### config.mk
export PLATFORM = sky130hd
export DESIGN_NAME = serial_adder_nbit
export DESIGN_NICKNAME = d
export VERILOG_FILES = /design/src/rtl/serial_adder_pkg.sv /design/src/rtl/ripple_adder_slice.sv /design/src/rtl/serial_adder_nbit.sv
export SDC_FILE = /design/constraint.sdc
export NUM_CORES = 1
export LEC_CHECK = 0
export CAP_MARGIN = 20
export CORE_UTILIZATION = 45
export CTS_BUF_LIST = sky130_fd_sc_hd__clkbuf_8
export DETAILED_ROUTE_END_ITERATION = 10
export PLACE_DENSITY = 0.7
export SLEW_MARGIN = 20
export SYNTH_ARGS = -nofsm -noshare
export SYNTH_HDL_FRONTEND = slang
export SYNTH_SLANG_ARGS = --single-unit
### constraint.sdc
create_clock -name clk -period 2.4 [get_ports clk]
set_input_delay 0.48 -clock clk [delete_from_list [all_inputs] [get_ports clk]]
set_output_delay 0.48 -clock clk [all_outputs]
set_load 0.02 [all_outputs]
### src/rtl/serial_adder_pkg.sv
// rtl/serial_adder_pkg.sv - shared state encodings and sizing helpers for the digit-serial adder
package serial_adder_pkg;

    typedef enum logic [1:0] {
        S_IDLE = 2'd0,
        S_RUN  = 2'd1,
        S_DONE = 2'd2
    } state_t;

    function automatic int calc_ndig(input int width, input int digit);
        return width / digit;
    endfunction

    // Count must reach NDIG, so it needs $clog2(NDIG+1) bits, never fewer than one.
    function automatic int calc_cnt_w(input int ndig);
        int w;
        w = $clog2(ndig + 1);
        return (w < 1) ? 1 : w;
    endfunction

endpackage

### src/rtl/ripple_adder_slice.sv
// rtl/ripple_adder_slice.sv - combinational DIGIT-bit ripple adder exposing carry-out and carry into its MSB
module ripple_adder_slice #(
    parameter int DIGIT = 4
) (
    input  logic [DIGIT-1:0] a,
    input  logic [DIGIT-1:0] b,
    input  logic             cin,
    output logic [DIGIT-1:0] sum,
    output logic             cout,
    output logic             msb_cin
);

    logic [DIGIT:0] ch;

    assign ch[0] = cin;

    for (genvar i = 0; i < DIGIT; i++) begin : g_bit
        assign sum[i]   = a[i] ^ b[i] ^ ch[i];
        assign ch[i+1]  = (a[i] & b[i]) | (ch[i] & (a[i] ^ b[i]));
    end

    assign cout    = ch[DIGIT];
    assign msb_cin = ch[DIGIT-1];

endmodule

### src/rtl/serial_adder_nbit.sv
// rtl/serial_adder_nbit.sv - multi-cycle digit-serial adder with start/done handshake, carry-out and signed overflow
module serial_adder_nbit
    import serial_adder_pkg::*;
#(
    parameter int WIDTH = 16,
    parameter int DIGIT = 4
) (
    input  logic             clk,
    input  logic             rst,
    input  logic             start,
    input  logic [WIDTH-1:0] a,
    input  logic [WIDTH-1:0] b,
    input  logic             cin,
    output logic             busy,
    output logic             done,
    output logic [WIDTH-1:0] sum,
    output logic             cout,
    output logic             overflow
);

    localparam int NDIG = calc_ndig(WIDTH, DIGIT);
    localparam int CW   = calc_cnt_w(NDIG);

    state_t           state, state_nx;
    logic [CW-1:0]    count;
    logic [WIDTH-1:0] opa, opb, acc, acc_nx;
    logic             carry;
    logic [DIGIT-1:0] slice_sum;
    logic             slice_cout, msb_cin, last;

    ripple_adder_slice #(.DIGIT(DIGIT)) u_slice (
        .a       (opa[DIGIT-1:0]),
        .b       (opb[DIGIT-1:0]),
        .cin     (carry),
        .sum     (slice_sum),
        .cout    (slice_cout),
        .msb_cin (msb_cin)
    );

    // New digit enters at the top; after NDIG shifts the first digit sits at bit 0.
    assign acc_nx = WIDTH'({slice_sum, acc} >> DIGIT);
    assign last   = (count == CW'(NDIG - 1));

    always_comb begin
        state_nx = state;
        case (state)
            S_IDLE, S_DONE: state_nx = start ? S_RUN : S_IDLE;
            S_RUN:          state_nx = last ? S_DONE : S_RUN;
            default:        state_nx = S_IDLE;
        endcase
    end

    always_ff @(posedge clk) begin
        if (rst) begin
            state    <= S_IDLE;
            count    <= '0;
            opa      <= '0;
            opb      <= '0;
            acc      <= '0;
            carry    <= 1'b0;
            sum      <= '0;
            cout     <= 1'b0;
            overflow <= 1'b0;
        end else begin
            state <= state_nx;
            case (state)
                S_IDLE, S_DONE: begin
                    if (start) begin
                        opa   <= a;
                        opb   <= b;
                        carry <= cin;
                        count <= '0;
                        acc   <= '0;
                    end
                end
                S_RUN: begin
                    opa   <= opa >> DIGIT;
                    opb   <= opb >> DIGIT;
                    acc   <= acc_nx;
                    carry <= slice_cout;
                    count <= count + CW'(1);
                    if (last) begin
                        sum      <= acc_nx;
                        cout     <= slice_cout;
                        overflow <= msb_cin ^ slice_cout;
                    end
                end
                default: ;
            endcase
        end
    end

    assign busy = (state == S_RUN);
    assign done = (state == S_DONE);

endmodule
==> results.cfg <==
[drt]
dr_total_vias = 2355
wl_per_cell_um = 12.0
finalWirelength_um = 5560
vias_per_cell = 5.09
ant_nets = 0
drtPass1Iterations = 4
drcViolationCount = 0
initialDrtViolationCount = 113

[setup_path]
worstSetupEndpointType = flop
crit_required_ps = 2680
critPathMaxFanout = 2
crit_arrival_ps = 2480
start_kind = flop
crit_type = reg2reg

[logic_synthesis]
syn_nets = 383
synthCells = 341
syn_area_sq_um = 2770
yosys-top-cells-area = dfxtp_1 (49%), nand2_1 (13%), a311oi_1 (7.6%)
synth_area_per_cell_sq_um = 8.13
yosysUniqueCellTypes = 21
yosys_warnings = 0
synth_top_area_share_pct = 49.1
seq_area_frac_synth_pct = 49.1
ys_ff_latch = 68
yosysTopAreaCell = dfxtp_1

[global_route]
grt_use_met1_pct = 23.0
antenna_found_initial = 0
grt_max_degree = 75
grt_use_met3_pct = 6.02
first_global_vias = 1997
grt_pass1_wl_um = 9200
grt_use_total_pct = 18.7
grtUsageMet2_pct = 30.6
top_usage_layer = met2
overflow = 0

[power_and_ir_drop]
cellInternalPower_uw = 1780
vdd_ir_drop_max_mv = 0.385
switchingPower_uw = 622
power.density_nw_per_um2 = 684
p_clk_share_pct = 36.8
switching_share_pct = 25.9
p_seq_share_pct = 50.9
power_frac_comb_pct = 12.2
p_leak_uw = 0.00126

[place]
placedCellCount = 447
port_buffers = 55
finalWeightedCongestion = 0.706
dp_hpwl_um = 3480

[finish]
final_cells = 463
nets = 425
final_cell_mix = nand2_1 (97), dfxtp_1 (68), clkdlybuf4s50_1 (54)
antennaDiodeCount = 0
drive_gt1_share_pct = 6.44
synthToLayoutAreaGrowth_pct = 26.6
final_common_cell = nand2_1

[timing]
rsz0062_at_grt = no
final_hold_viol_count = 0
min_period_ps = 2200
relSlewSlack_pct = 53.0
drv_slew = 0
setup-violations-final = 0
setup_tns_ps = 0
min_period_over_period_pct = 91.8
max_freq_mhz = 454
finalClockSkew_ps = 8.33
worst_pin_slew_ps = 706

[cts]
cts_resized = 0
htree_levels = 3
clock_latency_ps = 340
cts_buffers = 9
root_buffer = clkbuf_8
cts_sinks = 68
cts_hold_buf = 0
clock_path_buffers = 2
path_clk_slew_ps = 70
cts_setup_buffers = 0
cts_tree = done

[worst_hold_path]
min_path_type = reg2reg

[die]
initial_core_util_pct = 46.8
io_pins = 56
coreArea_sq_um = 5920
die_area_sq_um = 6480
die_y_um = 80.5
core.rowCount = 28
dieWidth_um = 80.5

[status]
status = finished clean

[job]
maxCapViolCount = 0
## synthesized netlist by cell type, drive strengths merged
cell type	number
a211oi	3
a21oi	39
a2bb2oi	1
a311oi	24
and3b	1
buf	22
clkbuf	7
dfxtp	68
fa	4
ha	2
inv	9
nand2	97
nand2b	6
nand3	24
nand3b	1
nor2	29
nor2b	2
o21a	1
xnor2	1
## final cells by class
class,instances,area (sq um)
repair buffers,60,608
flip-flops and latches,68,1360
clock inverters,4,22.5
clock buffers,12,165
fillers,572,2410
well taps,75,93.8
multi-input cells,235,1220
inverters,9,33.8
## flip-flops by register name, summed over array words and instances, names as in the netlist
register,flops
opa,16
count,3
sum,16
carry,1
cout,1
acc,12
overflow,1
state,2
opb,16
## per-stage QoR
stage                     total power [uW]  hold slack, ps  worst slack, ps  instance area [sq um]  utilization (%)
after floorplan                       1440             432              282                   2770                -
after global placement                1540             442              236                   3320             56.1
after detailed placement              1550             443              204                   3320             56.1
after CTS                             2420             453              189                   3510             59.3
after global routing                  2510             478             67.2                   3510             59.3
final                                 2400             453              196                   3510             59.3
## metal layers
layer	share of wire, %	up-vias
met5	0	-
met1	47	1065
met2	48	51
li1	-	1229
met4	1.3	0
met3	4.0	10
## power groups by stage
stage / clock (uW) / sequential, uW / combinational (uW)
final: 884 / 1220 / 293
after global routing: 950 / 1230 / 330
after CTS: 896 / 1220 / 298
after detailed placement: 0 / 1250 / 297
after global placement: 0 / 1250 / 294
after floorplan: 0 / 1240 / 201
## cell families (layout without fill, tap and decap cells)
group | count (synthesis) | count (layout) | synth area share [%]
AND/OR/NAND/NOR | 160 | 160 | 23.9
AO/OA/AOI/OAI | 68 | 68 | 16.0
XOR/XNOR | 1 | 1 | 0.316
adder cells (fa/ha/maj) | 6 | 6 | 3.79
flip-flops | 68 | 68 | 49.1
buffers and inverters | 38 | 85 | 6.86
## worst max-delay path, stage by stage, from the launching register on
cell,delay (ps)
dfxtp_1,310
inv_1,70
fa_1,160
inv_1,40
fa_1,380
fa_1,410
inv_1,80
fa_1,410
nand2b_1,150
a21oi_1,110
## worst paths after layout
| check | from | end | slack, ps | cells after the start |
|---|---|---|---|---|
| hold reg to reg | acc[4] | sum[0] | 450 | 2 |
| setup / recovery | opa[0] | acc[15] | 200 | 9 |
| setup reg to reg | opa[0] | acc[15] | 200 | 9 |
| hold / removal | acc[4] | sum[0] | 450 | 2 |
No activity file was read; power rests on OpenSTA's default activity.
